File: config.mk
export PLATFORM = sky130hd
export DESIGN_NAME = xcvr_rst_seq
export DESIGN_NICKNAME = d
export VERILOG_FILES = /design/src/rtl/xcvr_rst_pkg.sv /design/src/rtl/xcvr_rst_lane.sv /design/src/rtl/xcvr_rst_seq.sv
export SDC_FILE = /design/constraint.sdc
export NUM_CORES = 1
export LEC_CHECK = 0
export CAP_MARGIN = 25
export CORE_MARGIN = 1.5
export CORE_UTILIZATION = 52
export DETAILED_ROUTE_END_ITERATION = 10
export PLACE_DENSITY = 0.79
export SYNTH_ARGS = -nofsm -noshare
export SYNTH_HDL_FRONTEND = slang
export SYNTH_SLANG_ARGS = --single-unit
File: constraint.sdc
create_clock -name clock -period 1.6 [get_ports clock]
set_clock_uncertainty 0.1 [all_clocks]
set_input_delay 0.32 -clock clock [delete_from_list [all_inputs] [get_ports clock]]
set_output_delay 0.32 -clock clock [all_outputs]
set_load 0.02 [all_outputs]
File: src/rtl/xcvr_rst_pkg.sv
// Shared types and helpers for the transceiver reset sequencer
// (xcvr_rst_seq, xcvr_rst_lane).
package xcvr_rst_pkg;

   typedef enum logic [0:0] {
      PD  = 1'b0,
      RUN = 1'b1
   } pll_state_t;

   typedef enum logic [1:0] {
      TX_ANA  = 2'd0,
      TX_LOCK = 2'd1,
      TX_RDY  = 2'd2
   } tx_state_t;

   typedef enum logic [1:0] {
      RX_ANA = 2'd0,
      RX_CDR = 2'd1,
      RX_RDY = 2'd2
   } rx_state_t;

   // Bit width needed to index 'value' items, never less than one bit
   function automatic int clog2_min1(input int value);
      int w;
      w = $clog2(value);
      if (w < 1) begin
         w = 1;
      end else begin
         w = w;
      end
      return w;
   endfunction

endpackage

File: src/rtl/xcvr_rst_lane.sv
// One transceiver channel: TX and RX reset FSMs with consecutive-lock
// counters. All inputs arrive already synchronised. Outputs are registered
// from the next-state decode so they change on the same edge as the state.
// Optional build macro XCVR_RST_MANUAL_EN adds per-channel manual resets.
module xcvr_rst_lane
   import xcvr_rst_pkg::*;
#(
   parameter int TX_DIG_CYC = 20,
   parameter int RX_LTD_CYC = 500
) (
   input  logic clock,
   input  logic reset,
   input  logic pll_run,
   input  logic tx_cal_busy,
   input  logic tx_lock,
   input  logic rx_cal_busy,
   input  logic rx_lock,
`ifdef XCVR_RST_MANUAL_EN
   input  logic tx_manual_rst,
   input  logic rx_manual_rst,
`endif
   output logic tx_analogreset,
   output logic tx_digitalreset,
   output logic tx_ready,
   output logic rx_analogreset,
   output logic rx_digitalreset,
   output logic rx_ready
);

   localparam int              TX_W   = clog2_min1(TX_DIG_CYC + 1);
   localparam int              RX_W   = clog2_min1(RX_LTD_CYC + 1);
   localparam logic [TX_W-1:0] TX_MAX = TX_W'(TX_DIG_CYC);
   localparam logic [RX_W-1:0] RX_MAX = RX_W'(RX_LTD_CYC);
   localparam logic [TX_W-1:0] TX_ONE = TX_W'(1);
   localparam logic [RX_W-1:0] RX_ONE = RX_W'(1);

   tx_state_t       tx_state_r, tx_next_s;
   rx_state_t       rx_state_r, rx_next_s;
   logic [TX_W-1:0] tx_cnt_r, tx_cnt_next_s, tx_cnt_inc_s;
   logic [RX_W-1:0] rx_cnt_r, rx_cnt_next_s, rx_cnt_inc_s;
   logic            tx_force_s, rx_force_s;

`ifdef XCVR_RST_MANUAL_EN
   assign tx_force_s = tx_cal_busy | tx_manual_rst;
   assign rx_force_s = rx_cal_busy | rx_manual_rst;
`else
   assign tx_force_s = tx_cal_busy;
   assign rx_force_s = rx_cal_busy;
`endif

   // Saturating increments: counters hold at their limit rather than wrap
   assign tx_cnt_inc_s = (tx_cnt_r >= TX_MAX) ? tx_cnt_r : tx_cnt_r + TX_ONE;
   assign rx_cnt_inc_s = (rx_cnt_r >= RX_MAX) ? rx_cnt_r : rx_cnt_r + RX_ONE;

   // TX next state: calibration/manual reset wins over any lock event
   always_comb begin
      tx_next_s     = tx_state_r;
      tx_cnt_next_s = tx_cnt_r;
      if (tx_force_s) begin
         tx_next_s     = TX_ANA;
         tx_cnt_next_s = '0;
      end else begin
         case (tx_state_r)
            TX_ANA: begin
               tx_cnt_next_s = '0;
               if (pll_run) tx_next_s = TX_LOCK;
               else         tx_next_s = TX_ANA;
            end
            TX_LOCK: begin
               if (tx_lock) begin
                  tx_cnt_next_s = tx_cnt_inc_s;
                  if (tx_cnt_inc_s >= TX_MAX) tx_next_s = TX_RDY;
                  else                        tx_next_s = TX_LOCK;
               end else begin
                  tx_cnt_next_s = '0;
                  tx_next_s     = TX_LOCK;
               end
            end
            TX_RDY: begin
               if (tx_lock) begin
                  tx_next_s = TX_RDY;
               end else begin
                  tx_next_s     = TX_LOCK;
                  tx_cnt_next_s = '0;
               end
            end
            default: begin
               tx_next_s     = TX_ANA;
               tx_cnt_next_s = '0;
            end
         endcase
      end
   end

   // RX next state: independent of the PLLs, calibration/manual reset wins
   always_comb begin
      rx_next_s     = rx_state_r;
      rx_cnt_next_s = rx_cnt_r;
      if (rx_force_s) begin
         rx_next_s     = RX_ANA;
         rx_cnt_next_s = '0;
      end else begin
         case (rx_state_r)
            RX_ANA: begin
               rx_cnt_next_s = '0;
               rx_next_s     = RX_CDR;
            end
            RX_CDR: begin
               if (rx_lock) begin
                  rx_cnt_next_s = rx_cnt_inc_s;
                  if (rx_cnt_inc_s >= RX_MAX) rx_next_s = RX_RDY;
                  else                        rx_next_s = RX_CDR;
               end else begin
                  rx_cnt_next_s = '0;
                  rx_next_s     = RX_CDR;
               end
            end
            RX_RDY: begin
               if (rx_lock) begin
                  rx_next_s = RX_RDY;
               end else begin
                  rx_next_s     = RX_CDR;
                  rx_cnt_next_s = '0;
               end
            end
            default: begin
               rx_next_s     = RX_ANA;
               rx_cnt_next_s = '0;
            end
         endcase
      end
   end

   // TX state, counter and registered reset/ready outputs
   always_ff @(posedge clock or negedge reset) begin
      if (!reset) begin
         tx_state_r      <= TX_ANA;
         tx_cnt_r        <= '0;
         tx_analogreset  <= 1'b1;
         tx_digitalreset <= 1'b1;
         tx_ready        <= 1'b0;
      end else begin
         tx_state_r      <= tx_next_s;
         tx_cnt_r        <= tx_cnt_next_s;
         tx_analogreset  <= (tx_next_s == TX_ANA);
         tx_digitalreset <= (tx_next_s != TX_RDY);
         tx_ready        <= (tx_next_s == TX_RDY);
      end
   end

   // RX state, counter and registered reset/ready outputs
   always_ff @(posedge clock or negedge reset) begin
      if (!reset) begin
         rx_state_r      <= RX_ANA;
         rx_cnt_r        <= '0;
         rx_analogreset  <= 1'b1;
         rx_digitalreset <= 1'b1;
         rx_ready        <= 1'b0;
      end else begin
         rx_state_r      <= rx_next_s;
         rx_cnt_r        <= rx_cnt_next_s;
         rx_analogreset  <= (rx_next_s == RX_ANA);
         rx_digitalreset <= (rx_next_s != RX_RDY);
         rx_ready        <= (rx_next_s == RX_RDY);
      end
   end

endmodule

File: src/rtl/xcvr_rst_seq.sv
// Multi-channel transceiver reset sequencer top: status synchronisers,
// shared PLL powerdown FSM, per-channel PLL lock select and lane instances.
// Optional build macro XCVR_RST_MANUAL_EN adds tx_manual_rst/rx_manual_rst.
module xcvr_rst_seq
   import xcvr_rst_pkg::*;
#(
   parameter int CHANNELS    = 1,
   parameter int PLLS        = 1,
   parameter int PLL_SEL_W   = clog2_min1(PLLS),
   parameter int PLL_PD_CYC  = 125,
   parameter int TX_DIG_CYC  = 20,
   parameter int RX_LTD_CYC  = 500,
   parameter int SYNC_STAGES = 3
) (
   input  logic                            clock,
   input  logic                            reset,
   output logic [PLLS-1:0]                 pll_powerdown,
   input  logic [PLLS-1:0]                 pll_locked,
   input  logic [CHANNELS*PLL_SEL_W-1:0]   pll_select,
   input  logic [CHANNELS-1:0]             tx_cal_busy,
   output logic [CHANNELS-1:0]             tx_analogreset,
   output logic [CHANNELS-1:0]             tx_digitalreset,
   output logic [CHANNELS-1:0]             tx_ready,
   input  logic [CHANNELS-1:0]             rx_is_lockedtodata,
   input  logic [CHANNELS-1:0]             rx_cal_busy,
`ifdef XCVR_RST_MANUAL_EN
   input  logic [CHANNELS-1:0]             tx_manual_rst,
   input  logic [CHANNELS-1:0]             rx_manual_rst,
`endif
   output logic [CHANNELS-1:0]             rx_analogreset,
   output logic [CHANNELS-1:0]             rx_digitalreset,
   output logic [CHANNELS-1:0]             rx_ready
);

   localparam int              PD_W    = clog2_min1(PLL_PD_CYC + 1);
   localparam logic [PD_W-1:0] PD_LAST = (PLL_PD_CYC > 0) ? PD_W'(PLL_PD_CYC - 1) : '0;
   localparam logic [PD_W-1:0] PD_ONE  = PD_W'(1);

   // Synchroniser chains; stage SYNC_STAGES-1 is the synchronised value
   logic [SYNC_STAGES-1:0][PLLS-1:0]     pll_lock_sync_r;
   logic [SYNC_STAGES-1:0][CHANNELS-1:0] tx_cal_sync_r;
   logic [SYNC_STAGES-1:0][CHANNELS-1:0] rx_cal_sync_r;
   logic [SYNC_STAGES-1:0][CHANNELS-1:0] rx_ltd_sync_r;
   logic [PLLS-1:0]                      pll_lock_s;
   logic [CHANNELS-1:0]                  tx_cal_s, rx_cal_s, rx_ltd_s;

   pll_state_t      pll_state_r;
   logic [PD_W-1:0] pd_cnt_r;
   logic            pd_r;
   logic            pll_run_s;

   // Status synchronisers; lock resets to unlocked and busy to busy so a
   // channel cannot run ahead of its real status while the chain fills
   always_ff @(posedge clock or negedge reset) begin
      if (!reset) begin
         pll_lock_sync_r <= '0;
         rx_ltd_sync_r   <= '0;
         tx_cal_sync_r   <= '1;
         rx_cal_sync_r   <= '1;
      end else begin
         pll_lock_sync_r <= {pll_lock_sync_r[SYNC_STAGES-2:0], pll_locked};
         rx_ltd_sync_r   <= {rx_ltd_sync_r[SYNC_STAGES-2:0], rx_is_lockedtodata};
         tx_cal_sync_r   <= {tx_cal_sync_r[SYNC_STAGES-2:0], tx_cal_busy};
         rx_cal_sync_r   <= {rx_cal_sync_r[SYNC_STAGES-2:0], rx_cal_busy};
      end
   end

   assign pll_lock_s = pll_lock_sync_r[SYNC_STAGES-1];
   assign tx_cal_s   = tx_cal_sync_r[SYNC_STAGES-1];
   assign rx_cal_s   = rx_cal_sync_r[SYNC_STAGES-1];
   assign rx_ltd_s   = rx_ltd_sync_r[SYNC_STAGES-1];

`ifdef XCVR_RST_MANUAL_EN
   logic [SYNC_STAGES-1:0][CHANNELS-1:0] tx_man_sync_r;
   logic [SYNC_STAGES-1:0][CHANNELS-1:0] rx_man_sync_r;
   logic [CHANNELS-1:0]                  tx_man_s, rx_man_s;

   // Manual reset synchronisers
   always_ff @(posedge clock or negedge reset) begin
      if (!reset) begin
         tx_man_sync_r <= '0;
         rx_man_sync_r <= '0;
      end else begin
         tx_man_sync_r <= {tx_man_sync_r[SYNC_STAGES-2:0], tx_manual_rst};
         rx_man_sync_r <= {rx_man_sync_r[SYNC_STAGES-2:0], rx_manual_rst};
      end
   end

   assign tx_man_s = tx_man_sync_r[SYNC_STAGES-1];
   assign rx_man_s = rx_man_sync_r[SYNC_STAGES-1];
`endif

   // Shared PLL FSM: hold powerdown for PLL_PD_CYC cycles, then run until reset
   always_ff @(posedge clock or negedge reset) begin
      if (!reset) begin
         pll_state_r <= PD;
         pd_cnt_r    <= '0;
         pd_r        <= 1'b1;
      end else begin
         case (pll_state_r)
            PD: begin
               if (pd_cnt_r >= PD_LAST) begin
                  pll_state_r <= RUN;
                  pd_r        <= 1'b0;
               end else begin
                  pd_cnt_r    <= pd_cnt_r + PD_ONE;
                  pd_r        <= 1'b1;
               end
            end
            RUN: begin
               pll_state_r <= RUN;
               pd_r        <= 1'b0;
            end
            default: begin
               pll_state_r <= PD;
               pd_cnt_r    <= '0;
               pd_r        <= 1'b1;
            end
         endcase
      end
   end

   assign pll_run_s     = (pll_state_r == RUN);
   assign pll_powerdown = {PLLS{pd_r}};

   for (genvar ch = 0; ch < CHANNELS; ch++) begin : g_lane
      logic [PLL_SEL_W-1:0] sel_s;
      logic                 lock_s;

      assign sel_s = pll_select[ch*PLL_SEL_W +: PLL_SEL_W];

      // Route the selected PLL's lock; an out-of-range select reads as unlocked
      always_comb begin
         lock_s = 1'b0;
         if ({{(32-PLL_SEL_W){1'b0}}, sel_s} < 32'(PLLS)) begin
            lock_s = pll_lock_s[sel_s];
         end else begin
            lock_s = 1'b0;
         end
      end

      xcvr_rst_lane #(
         .TX_DIG_CYC (TX_DIG_CYC),
         .RX_LTD_CYC (RX_LTD_CYC)
      ) u_lane (
         .clock           (clock),
         .reset           (reset),
         .pll_run         (pll_run_s),
         .tx_cal_busy     (tx_cal_s[ch]),
         .tx_lock         (lock_s),
         .rx_cal_busy     (rx_cal_s[ch]),
         .rx_lock         (rx_ltd_s[ch]),
`ifdef XCVR_RST_MANUAL_EN
         .tx_manual_rst   (tx_man_s[ch]),
         .rx_manual_rst   (rx_man_s[ch]),
`endif
         .tx_analogreset  (tx_analogreset[ch]),
         .tx_digitalreset (tx_digitalreset[ch]),
         .tx_ready        (tx_ready[ch]),
         .rx_analogreset  (rx_analogreset[ch]),
         .rx_digitalreset (rx_digitalreset[ch]),
         .rx_ready        (rx_ready[ch])
      );
   end

endmodule

# ---- After elaboration in Yosys (flattened, before gate mapping)
# Cells that the tools add are included.
dict set report word_totals {
  ff_bits 45
  in_bits 7
  output_inout_bits 7
  word_cells 79
}
dict set report op_classes {
  n_addsub 3
  magnitude_cmp 7
  n_eq_ne 10
  n_mux 27
  bitwise 2
  reduce_logical 5
}
# cell n
set ops {}
lappend ops {{9-bit 2-to-1 mux} 4}
lappend ops {{5-bit 2-to-1 mux} 4}
lappend ops {{9-bit >= comparator, second input constant} 2}
lappend ops {{9-bit case mux with 2 select lines} 1}
lappend ops {{2-bit 2-to-1 mux} 8}
lappend ops {{2-bit case mux with 3 select lines} 2}
lappend ops {{5-bit >= comparator, second input constant} 2}
lappend ops {{5-bit case mux with 2 select lines} 1}
lappend ops {{9-bit by 1-bit adder with 9-bit output, second input constant} 1}
lappend ops {{2-bit equality test, second input constant} 4}
lappend ops {{2-bit zero test} 4}
lappend ops {{7-bit by 1-bit adder with 7-bit output, second input constant} 1}
lappend ops {{7-bit >= comparator, second input constant} 1}
lappend ops {{3-bit inequality test, second input constant} 2}
lappend ops {{5-bit by 1-bit adder with 5-bit output, second input constant} 1}
lappend ops {{1-bit 2-to-1 mux} 5}
lappend ops {{2-bit by 1-bit equality test with 1-bit output, second input constant} 2}
lappend ops {{2-bit inequality test, second input constant} 2}
lappend ops {{1-bit case mux with 2 select lines} 2}
lappend ops {{1-bit < comparator, second input constant} 2}
lappend ops {{1-bit inverter} 2}
lappend ops {{2-bit AND reduction} 1}

# ---- Depth between registers and ports, before layout
# Gate-level depths: netlist of the first run.
dict set report logic_depth {
  word_depth 8
  ltp_mapped 7
  depth_no_buf 6
}

# ---- Hierarchy
# A second synthesis of the first run with hierarchy kept.
dict set report hier_totals {
  cells_unflattened 187
  area_unflattened_um2 2067.0
}
# mod instances cells_each area_per_inst_um2 seq_area_each_um2
set by_module_without_submodules {}
lappend by_module_without_submodules {xcvr_rst_lane 1 140 1323.8 605.6}
lappend by_module_without_submodules {xcvr_rst_seq 1 47 743.2 534.3}

# ---- Worst setup path before layout of the first run
# OpenSTA, ideal clock, no wires.
dict set report synth_path {
  kind {flip-flop to flip-flop}
  start {reg g_lane[0].u_lane.rx_cnt_r[0]}
  end {reg g_lane[0].u_lane.rx_ready}
  setup_time_ns 0.120
  arrival_ns 1.473
  t_required_ns 1.380
  slack_ns -0.093
  stages_incl_launch_ff 8
  path_buffers 1
  synth_period_minus_slack_ns 1.693
  path_cell_list {dfrtp_1 -> ha_1 -> clkbuf_1 -> and3_1 -> a21o_1 -> nand3_1 -> o31ai_2 -> a31o_1}
}
dict set report synth_between {
  elab_chain_len 8
  word_cells_on_any_way 9
  classes_between {add/sub (1); order compare (2); eq/ne (1); mux (5)}
}
# element line
set synth_lines {}
lappend synth_lines {{from (decl)} xcvr_rst_lane.sv:40} ;# logic [RX_W-1:0] rx_cnt_r, rx_cnt_next_s, rx_cnt_inc_s;
lappend synth_lines {{from (signal assigned)} xcvr_rst_lane.sv:161} ;# rx_cnt_r <= rx_cnt_next_s;
lappend synth_lines {{9-bit by 1-bit adder with 9-bit output / 9-bit >= comparator (equally long branches)} xcvr_rst_lane.sv:53} ;# assign rx_cnt_inc_s = (rx_cnt_r >= RX_MAX) ? rx_cnt_r : rx_cnt_r + RX_ONE;
lappend synth_lines {{9-bit 2-to-1 mux (*)} xcvr_rst_lane.sv:53}
lappend synth_lines {{9-bit >= comparator (*)} xcvr_rst_lane.sv:111} ;# if (rx_cnt_inc_s >= RX_MAX) rx_next_s = RX_RDY;
lappend synth_lines {{2-bit 2-to-1 mux (*)} xcvr_rst_lane.sv:111}
lappend synth_lines {{2-bit 2-to-1 mux (*)} xcvr_rst_lane.sv:109} ;# if (rx_lock) begin
lappend synth_lines {{2-bit case mux with 3 select lines (*)} xcvr_rst_lane.sv:103} ;# case (rx_state_r)
lappend synth_lines {{2-bit 2-to-1 mux (*)} xcvr_rst_lane.sv:99} ;# if (rx_force_s) begin
lappend synth_lines {{2-bit equality test (*)} xcvr_rst_lane.sv:164} ;# rx_ready <= (rx_next_s == RX_RDY);
lappend synth_lines {{to (signal assigned)} xcvr_rst_lane.sv:164}
lappend synth_lines {{to (decl)} xcvr_rst_lane.sv:27} ;# output logic rx_ready
# Every way passes the cells marked *; elsewhere a longest branch is shown, timed or not.
# A chain may end at the register's enable or synchronous reset.

# ---- Worst setup path in the final report of the first run
dict set report layout_path {
  start {reg g_lane[0].u_lane.rx_cnt_r[5]}
  end {reg g_lane[0].u_lane.rx_cnt_r[2]}
}
dict set report layout_between {
  elab_chain_len 5
}
# element line
set layout_lines {}
lappend layout_lines {{9-bit >= comparator} xcvr_rst_lane.sv:53}
lappend layout_lines {{9-bit 2-to-1 mux} xcvr_rst_lane.sv:53}
lappend layout_lines {{9-bit 2-to-1 mux} xcvr_rst_lane.sv:109}
lappend layout_lines {{9-bit case mux with 2 select lines} xcvr_rst_lane.sv:103}
lappend layout_lines {{9-bit 2-to-1 mux} xcvr_rst_lane.sv:99}
# Every way passes these cells.

==> results of run 1 <==
[worst paths after layout]
check | end | startpoint | slack [ps] | cells past startpoint
max | g_lane[0].u_lane.rx_cnt_r[2] | g_lane[0].u_lane.rx_cnt_r[5] | -6 | 5
min | rx_ltd_sync_r[1] | rx_ltd_sync_r[0] | 250 | 0
max reg2reg | g_lane[0].u_lane.rx_cnt_r[2] | g_lane[0].u_lane.rx_cnt_r[5] | -6 | 5
min reg2reg | rx_ltd_sync_r[1] | rx_ltd_sync_r[0] | 250 | 0
max in group asynchronous | tx_cal_sync_r[0] | reset | 720 | 3
min in group asynchronous | pd_cnt_r[0] | reset | 420 | 3
[logic make-up (layout without fill, tap and decap cells)]
family / after synthesis / in the layout / synth area share
flops: 45 / 45 / 0.5586
fa+ha+maj: 6 / 6 / 0.03679
xor+xnor: 3 / 3 / 0.01288
compound gates: 64 / 64 / 0.1974
mux: 1 / 1 / 0.005518
buf+inv: 16 / 64 / 0.03310
simple gates: 60 / 60 / 0.1557
[cell type report]
type	instances	area (sq um)	area share
clock inverters	2	10.01	0.003830
inverters	12	45.04	0.01723
multi-input cells	134	917.1	0.3509
repair buffers	44	362.8	0.1388
well taps	48	60.06	0.02298
flip-flops and latches	45	1146	0.4385
clock buffers	6	72.57	0.02776
[cell usage after synthesis, types with 2 or more instances]
library cell,n
nor2_1,9
nand2_1,14
a211o_1,2
ha_1,6
or3_1,3
nand4_1,4
buf_4,2
nor2b_1,3
xnor2_1,3
nand2b_1,4
dfstp_2,11
a21oi_1,20
a21o_1,5
nand3_1,7
a31oi_1,9
o21ai_0,15
and3_1,3
nor3_1,6
a41o_1,2
dfrtp_1,34
a31o_1,2
inv_1,12
[metrics by stage]
step                      cells  hold WS (ps)  TNS [ps]  power, uW  utilization
final                       291         252.7    -5.849       1920       0.7034
after global routing        291         256.5    -244.2       2016       0.7034
after CTS                   282         250.7         0       1932       0.6687
after detailed placement    272         212.5    -20.90       1266       0.6387
after global placement      272         211.1         0       1264       0.6387
after floorplan             195        -75.59         0       1213            -
[where the power goes]
group | leakage [uW] | switching [uW] | internal [uW]
registers | 0.000551 | 12.4 | 1160
clock network | 0.0000450 | 360 | 303
logic | 0.000504 | 42.3 | 38.5
[registers in the layout (all words and copies together), names as in the netlist, 2 cells and up]
| register | count |
|---|---|
| g_lane.u_lane.rx_state_r | 2 |
| pd_cnt_r | 7 |
| g_lane.u_lane.tx_cnt_r | 5 |
| g_lane.u_lane.rx_cnt_r | 9 |
| rx_cal_sync_r | 2 |
| tx_cal_sync_r | 2 |
| rx_ltd_sync_r | 2 |
| pll_lock_sync_r | 2 |
| g_lane.u_lane.tx_state_r | 2 |
[critical path, stage by stage (launching register included)]
cell     delay, ps
dfrtp_2        420
nand3_2        160
or3_1          450
a21oi_1        160
o21ai_0         90
o21ai_0        120
[cells in the final DEF, fill, tap and decap left out, types with 2 or more instances in the layout]
cell	instances
a31o_1	2
inv_1	12
clkinv_2	2
buf_4	28
nand3_1	4
nand3_2	4
a31oi_1	9
a21o_1	5
nand2_2	3
o21ai_1	3
nand2_1	11
nor3_1	3
and3_1	2
nand4_1	4
a41o_1	2
dfrtp_2	5
ha_1	5
dfstp_2	11
nor3_2	3
a21oi_1	20
xnor2_1	3
dlygate4sd2_1	6
clkbuf_8	5
clkdlybuf4s50_1	5
a211o_1	2
nor2b_1	3
or3_1	3
nand2b_1	4
dfrtp_1	29
nor2_1	8
o21ai_0	12
[routing by layer]
metal / share of wire / up-vias
met4: 0.019 / 0
li1: - / 791
met3: 0.048 / 10
met2: 0.49 / 54
met1: 0.44 / 754
met5: 0 / -
[timing repair]
item                                    in CTS  in global routing
pin swaps                                    1                 10
endpoints found under the setup margin       9                  9
setup buffers                                1                  9
endpoints found under the hold margin       34                  0
gates resized for setup                     12                 20
hold buffers                                 1                  0
==> out/metrics.cfg, run 1 <==
[floorplanning]
ios=14
rows=22
die_y_um=65.65
fp.dieW_um=65.65
start_util=0.5492
dieArea_sq_um=4309
coreArea_sq_um=3716

[cts]
clkTransAtPathRegs_ps=80
clock_sinks=45
clk_path_buf_depth=2
cts_tree=yes
insertion_delay_ps=290
cts_max_level=2
cts_made_buffers=5
root_buffer=clkbuf_8

[synthesis]
seq_area_frac_synth=0.5586
synth_area_sq_um=2041
yosys.area.top_type_share=0.4169
synthCells=195
synth_edf_count=0
yosysWarnings=0
synth_nets=208
synthTopCellsByArea=dfrtp_1 (42%), dfstp_2 (14%), a21oi_1 (4.9%)
yosys.area.top_type=dfrtp_1
synthDistinctLibCells=41
async_flop_share=1.000
syn_avg_cell_area_sq_um=10.47
ys.flop_type=dfrtp_1
synth_seq_cells=45

[setup_path]
arrival_ps=1690
cp_data_required_time_ps=1680
critPathKind=flop to flop
crit_fanout=5
cp-start-kind=flop
end_kind=flop

[global_route]
grt-ovfl-total=0
grt_use_total=0.1938
busiest_layer=met2
use_met2=0.3005
antenna_found_initial=0
use_met1=0.2687
use_met3=0.05137
grt_pass1_vias=1424
grt_pass1_wl_um=6375
grt_start_max_net_pins=46

[detailed_routing]
antenna_left=0
drc=0
first_iter_violations=142
avgRoutedWirePerCell_um=13.49
wirelength_um=3926
first_pass_iters=4
viasPerCell=5.529
vias=1609

[placement]
dpl.hpwl_um=2551
port_buffers=13
placed_area_sq_um=2374
pre_cts_ws_ps=-20.90
gp_congestion=0.8776

[sta]
worst_pin_slew_ps=423.1
min_period_ps=1606
slew_viol_final=0
relSlewSlack=0.7164
final.setup.worst_slack_ps=-5.849
final-hold-violation-count=0
fmax_mhz=622.7
setup_violations=1
fin_crit_sh=1.004

[power_and_ir_drop]
ir_drop_mv=0.3783
cellPowerDensity_nw_per_um2=734.4
p_leak_uw=0.001100

[worst_hold_path]
hp-class=flop to flop

[cells_and_area]
synthToLayoutAreaGrowth_pct=28.08
drive_gt1_frac=0.3128
fillers=283
antenna_cells=0
nets=255
fin_area_sq_um=2614

[run]
maxCapViolCount=0

[outcome]
outcome=finished with violations
violations=negative setup slack

Power figures use the tool's default switching activity.
==> run 2: changes to the inputs <==
Settings changed: PLACE_DENSITY 0.79 to not set, PLACE_DENSITY_LB_ADDON set to 0.2.
==> out/metrics.cfg, run 2 (synthesis gave the netlist of run 1 again) <==
[outcome]
outcome=finished with violations
violations=negative setup slack

[cells_and_area]
largest_reg_flops=9  ; unchanged
multi_input_area_sq_um=924.6  ; +0.82%
drive_gt1_frac=0.3413  ; +0.02851
fillers=246  ; -13%
seq_area_sq_um=1146  ; unchanged
final_common_cell=buf_4
top_register=g_lane.u_lane.rx_cnt_r
antenna_cells=0  ; unchanged
synthToLayoutAreaGrowth_pct=34.33
fin_util=0.7377  ; +0.03434
top_regs=g_lane.u_lane.rx_cnt_r x9, pd_cnt_r x7, g_lane.u_lane.tx_cnt_r x5
final_cell_mix=buf_4 (35), dfrtp_1 (29), a21oi_1 (18)
nets=264  ; +3.5%

[floorplanning]
fp.dieW_um=65.65  ; unchanged
start_util=0.5492  ; unchanged
die_y_um=65.65  ; unchanged
dieArea_sq_um=4309  ; unchanged
coreArea_sq_um=3716  ; unchanged
rows=22  ; unchanged
ios=14  ; unchanged

[setup_path]
cp-start-kind=flop
critPathKind=flop to flop
end_kind=flop
arrival_ps=1780  ; +90 ps
crit_fanout=3  ; -2
cp_data_required_time_ps=1710  ; +30 ps

[run]
maxCapViolCount=0  ; unchanged

[cts]
clk_path_buf_depth=2  ; unchanged
cts_max_level=2  ; unchanged
cts_tree=yes
cts_made_buffers=5  ; unchanged
insertion_delay_ps=300  ; about the same
root_buffer=clkbuf_8
clock_sinks=45  ; unchanged
clkTransAtPathRegs_ps=80  ; about the same

[sta]
relSlewSlack=0.7877  ; +0.07126
slew_viol_final=0  ; unchanged
worst_pin_slew_ps=318.5  ; -104.6 ps
setup-tns-final_ps=-157.8  ; -152.0 ps
setup_violations=4  ; +3
final.setup.worst_slack_ps=-69.87  ; -64.02 ps
fmax_mhz=598.9  ; -3.8%
final-hold-violation-count=0  ; unchanged
fin_crit_sh=1.044  ; +0.04001
rsz0062_at_grt=yes
min_period_ps=1670  ; +64.02 ps

[global_route]
grt_pass1_vias=1647  ; +16%
use_met2=0.4040  ; +0.1035
grt_use_total=0.2313  ; +0.03753
antenna_found_initial=0  ; unchanged
grt_start_max_net_pins=46  ; unchanged
use_met3=0.05137  ; unchanged
grt_pass1_wl_um=7472  ; +17%
busiest_layer=met2
use_met1=0.2826  ; +0.01390
grt-ovfl-total=0  ; unchanged

[power_and_ir_drop]
p_switching_uw=466.2  ; +12%
p_int_uw=1680  ; +12%
cellPowerDensity_nw_per_um2=782.7  ; +6.6%
p_leak_uw=0.001182  ; +7.5%
p_clk_frac=0.413  ; +0.068
combinationalPowerShare=0.039  ; -0.003
swShare=0.2172  ; +0.001172
ir_drop_mv=0.5318  ; +41%
p_seq_frac=0.548  ; -0.065

[detailed_routing]
first_pass_iters=4  ; unchanged
vias=1766  ; +9.8%
first_iter_violations=179  ; +26%
drc=0  ; unchanged
wirelength_um=5033  ; +28%
antenna_left=0  ; unchanged
avgRoutedWirePerCell_um=16.78  ; +24%
viasPerCell=5.887  ; +6.5%

[worst_hold_path]
hp-class=flop to flop

[placement]
dpl.hpwl_um=2999  ; +18%
port_buffers=13  ; unchanged
gp_congestion=0.8635  ; -1.6%

## run 2: routing by layer
layer	vias up	routed length, um
li1	804	-
met1	857	1990
met2	78	2586
met3	27	278
met4	0	178
met5	-	0
## run 2: area by class of cell
type,count,share of cell area
multi-input cells,134,0.3373
clock buffers,5,0.02510
flip-flops and latches,45,0.4181
well taps,48,0.02191
clock inverters,3,0.01826
inverters,12,0.01643
repair buffers,53,0.1629
## run 2: stage by stage
step	std cells	hold WS (ps)	power (uW)	worst slack, ps	instance area, sq um
after floorplan	195	-75.59	1213	4.911	2058
after global placement	275	208.4	1266	34.70	2396
after detailed placement	275	214.7	1270	-29.07	2396
after CTS	291	255.3	2166	1.225	2595
after global routing	300	267.9	2224	-120.1	2741
final	300	252.5	2146	-69.87	2741
## run 2: path summary, 6_finish.rpt
path                       depth (start not counted)                    startpoint                            to  slack [ps]
hold / removal                                     0              rx_ltd_sync_r[1]                      rx_ltd_s         250
min in group asynchronous                          3                         reset  g_lane[0].u_lane.tx_cnt_r[3]         420
setup / recovery                                   7  g_lane[0].u_lane.rx_cnt_r[2]  g_lane[0].u_lane.rx_cnt_r[2]         -70
setup reg to reg                                   7  g_lane[0].u_lane.rx_cnt_r[2]  g_lane[0].u_lane.rx_cnt_r[2]         -70
max in group asynchronous                          3                         reset              tx_cal_sync_r[1]         710
hold reg to reg                                    0              rx_ltd_sync_r[1]                      rx_ltd_s         250
## run 2: critical path, cell delays in order (launching register included)
cell	delay [ps]
dfrtp_1	420
buf_6	130
buf_4	120
nor2_2	50
or3_4	340
a21oi_1	200
o21ai_1	90
o21ai_1	120
## run 2: power by group through the flow
stage	logic, uW	registers (uW)	clock network [uW]
final	83.8	1180	887
after global routing	92.4	1180	954
after CTS	81.4	1170	910
after detailed placement	74.6	1200	0
after global placement	72.2	1190	0
after floorplan	18.6	1190	0
## run 2: what timing repair did
item / in CTS / in global routing
setup endpoints to repair: 14 / 16
gates resized for setup: 14 / 26
pin swaps: 5 / 13
endpoints found under the hold margin: 34 / 0
hold buffers: 1 / 0
buffers inserted: 7 / 10
gates cloned: 0 / 0
==> run 3: changes to the inputs <==
Settings changed: CORE_UTILIZATION 52 to 56, DONT_BUFFER_PORTS set to 1.
Clock period 1.6 ns to 1.47 ns, I/O delays scaled along.
==> out/metrics.cfg, run 3 (synthesis gave the netlist of run 1 again) <==
[power_and_ir_drop]
p_int_uw=1848  ; +10%
cellPowerDensity_nw_per_um2=830.8  ; +6.1%
swShare=0.2060  ; -0.01128
ir_drop_mv=0.7941  ; +49%
p_switching_uw=479.4  ; +2.8%
combinationalPowerShare=0.042  ; +0.003
p_seq_frac=0.551  ; +0.003
p_clk_frac=0.408  ; -0.005
p_leak_uw=0.001201  ; +1.6%

[detailed_routing]
avgRoutedWirePerCell_um=16.15  ; -3.7%
viasPerCell=5.990  ; +1.8%
first_iter_violations=148  ; -17%
antenna_left=0  ; unchanged
drc=0  ; unchanged
wirelength_um=4813  ; -4.4%
first_pass_iters=7  ; +3
vias=1785  ; +1.1%

[floorplanning]
start_util=0.5974  ; +0.04828
rows=21  ; -4.5%
die_y_um=63.37  ; -3.5%
coreArea_sq_um=3416  ; -8.1%
dieArea_sq_um=4015  ; -6.8%
fp.dieW_um=63.37  ; -3.5%
ios=14  ; unchanged

[placement]
gp_congestion=0.8388  ; -2.9%
dp_cells=270  ; -1.8%
port_buffers=0  ; -13
dpl.hpwl_um=3037  ; +1.3%

[setup_path]
end_kind=flop
critPathKind=flop to flop
arrival_ps=1790  ; about the same
cp-start-kind=flop
crit_fanout=5  ; +2
r2r_slack_ps=-120  ; -50 ps
cp_data_required_time_ps=1670  ; -40 ps

[cells_and_area]
final_cell_mix=buf_4 (43), dfrtp_1 (31), a21oi_1 (17)
largest_reg_flops=9  ; unchanged
drive_gt1_frac=0.4127  ; +0.07143
nets=264  ; unchanged
final_common_cell=buf_4
top_regs=g_lane.u_lane.rx_cnt_r x9, pd_cnt_r x7, g_lane.u_lane.tx_cnt_r x5
top_register=g_lane.u_lane.rx_cnt_r
antenna_cells=0  ; unchanged
layoutNonFillerInstCount=298  ; -0.67%
synthToLayoutAreaGrowth_pct=37.28

[global_route]
grt_pass1_vias=1726  ; +4.8%
grt_pass1_wl_um=7721  ; +3.3%
grt_use_total=0.2466  ; +0.01529
grt-ovfl-total=0  ; unchanged
antenna_found_initial=0  ; unchanged
grt_start_max_net_pins=46  ; unchanged

[sta]
relSlewSlack=0.7087  ; -0.07893
fin_crit_sh=1.080  ; +0.03647
setup-tns-final_ps=-809.2  ; -651.4 ps
rsz0062_at_grt=yes
setup_violations=12  ; +8
final.setup.worst_slack_ps=-117.8  ; -47.93 ps
slew_viol_final=0  ; unchanged
min_period_ps=1588  ; -82.07 ps
worst_pin_slew_ps=434.5  ; +116.0 ps
final-hold-violation-count=0  ; unchanged
fmax_mhz=629.8  ; +5.2%

[cts]
cts_made_buffers=5  ; unchanged
root_buffer=clkbuf_4
cts_tree=yes
clock_sinks=45  ; unchanged
cts_max_level=2  ; unchanged
insertion_delay_ps=370  ; +70 ps
clkTransAtPathRegs_ps=140  ; +60 ps
clk_path_buf_depth=2  ; unchanged

[outcome]
violations=negative setup slack
outcome=finished with violations

[worst_hold_path]
hp-class=primary input to flop

[run]
maxCapViolCount=0  ; unchanged

[run 3: cell types whose count changed in the layout (fill, tap and decap cells not counted), sizes merged]
cell / delta
dlygate4sd2: -4
dlygate4sd3: +4
clkdlybuf4s50: -5
bufinv: +1
buf: +8
clkinv: -1
clkdlybuf4s15: -3
[run 3: layer usage]
| metal | wire length (um) | share of wire | track usage |
|---|---|---|---|
| met1 | 1967 | 0.41 | 0.3114 |
| met2 | 2479 | 0.52 | 0.4132 |
| met3 | 274 | 0.057 | 0.05893 |
| met4 | 92 | 0.019 | 0.08967 |
| met5 | 0 | 0 | 0 |
[run 3: stage by stage]
stage | power (uW) | instance area (sq um) | worst slack (ps) | util | hold WS, ps
after global placement | 1336 | 2341 | -81.51 | 0.6853 | -100.8
final | 2328 | 2801 | -117.8 | 0.8201 | 191.9
after CTS | 2332 | 2653 | -116.5 | 0.7766 | 186.3
after detailed placement | 1339 | 2341 | -137.0 | 0.6853 | -100.7
after global routing | 2405 | 2801 | -210.6 | 0.8201 | 210.3
after floorplan | 1320 | 2068 | -125.1 | - | -101.6
[run 3: area by class of cell]
class	count	area (sq um)
sequential	45	1144
tap	46	57.56
inverter	12	45.04
timing repair buffer	53	437.9
clock inverter	3	68.82
multi-input combinational	134	1011
clock buffer	5	37.54
fill	198	614.3
[run 3: timing repair]
item,CTS,global route
endpoints found under the setup margin,13,19
hold endpoints to repair,49,0
buffers inserted,7,7
pin swaps,8,15
resized for setup,19,25
hold buffers,6,0
[run 3: worst paths after layout]
check,from,endpoint,cells after the start
worst max register to register,g_lane[0].u_lane.rx_cnt_r[4],g_lane[0].u_lane.rx_state_r[1],6
max in group asynchronous,reset,g_lane[0].u_lane.rx_digitalreset,2
worst min-delay path,pll_select,g_lane[0].u_lane.tx_cnt_r[3],3
worst min register to register,tx_cal_sync_r[1],tx_cal_s,0
min in group asynchronous,reset,g_lane[0].u_lane.tx_cnt_r[3],2
worst max-delay path,g_lane[0].u_lane.rx_cnt_r[4],g_lane[0].u_lane.rx_state_r[1],6
[run 3: power by group through the flow]
stage                     combinational, uW  clock (uW)  sequential, uW
after floorplan                        20.2           0            1300
after global placement                 34.5           0            1300
after detailed placement               35.6           0            1300
after CTS                              82.2         968            1280
after global routing                    108        1010            1280
final                                  96.7         949            1280
[run 3: critical path: stages (launching register included)]
cell and delay (ps):
dfrtp_1 440, buf_4 150, nand3_4 110, nor3_2 230, a21oi_2 70, o31ai_4 240, a31o_1 190
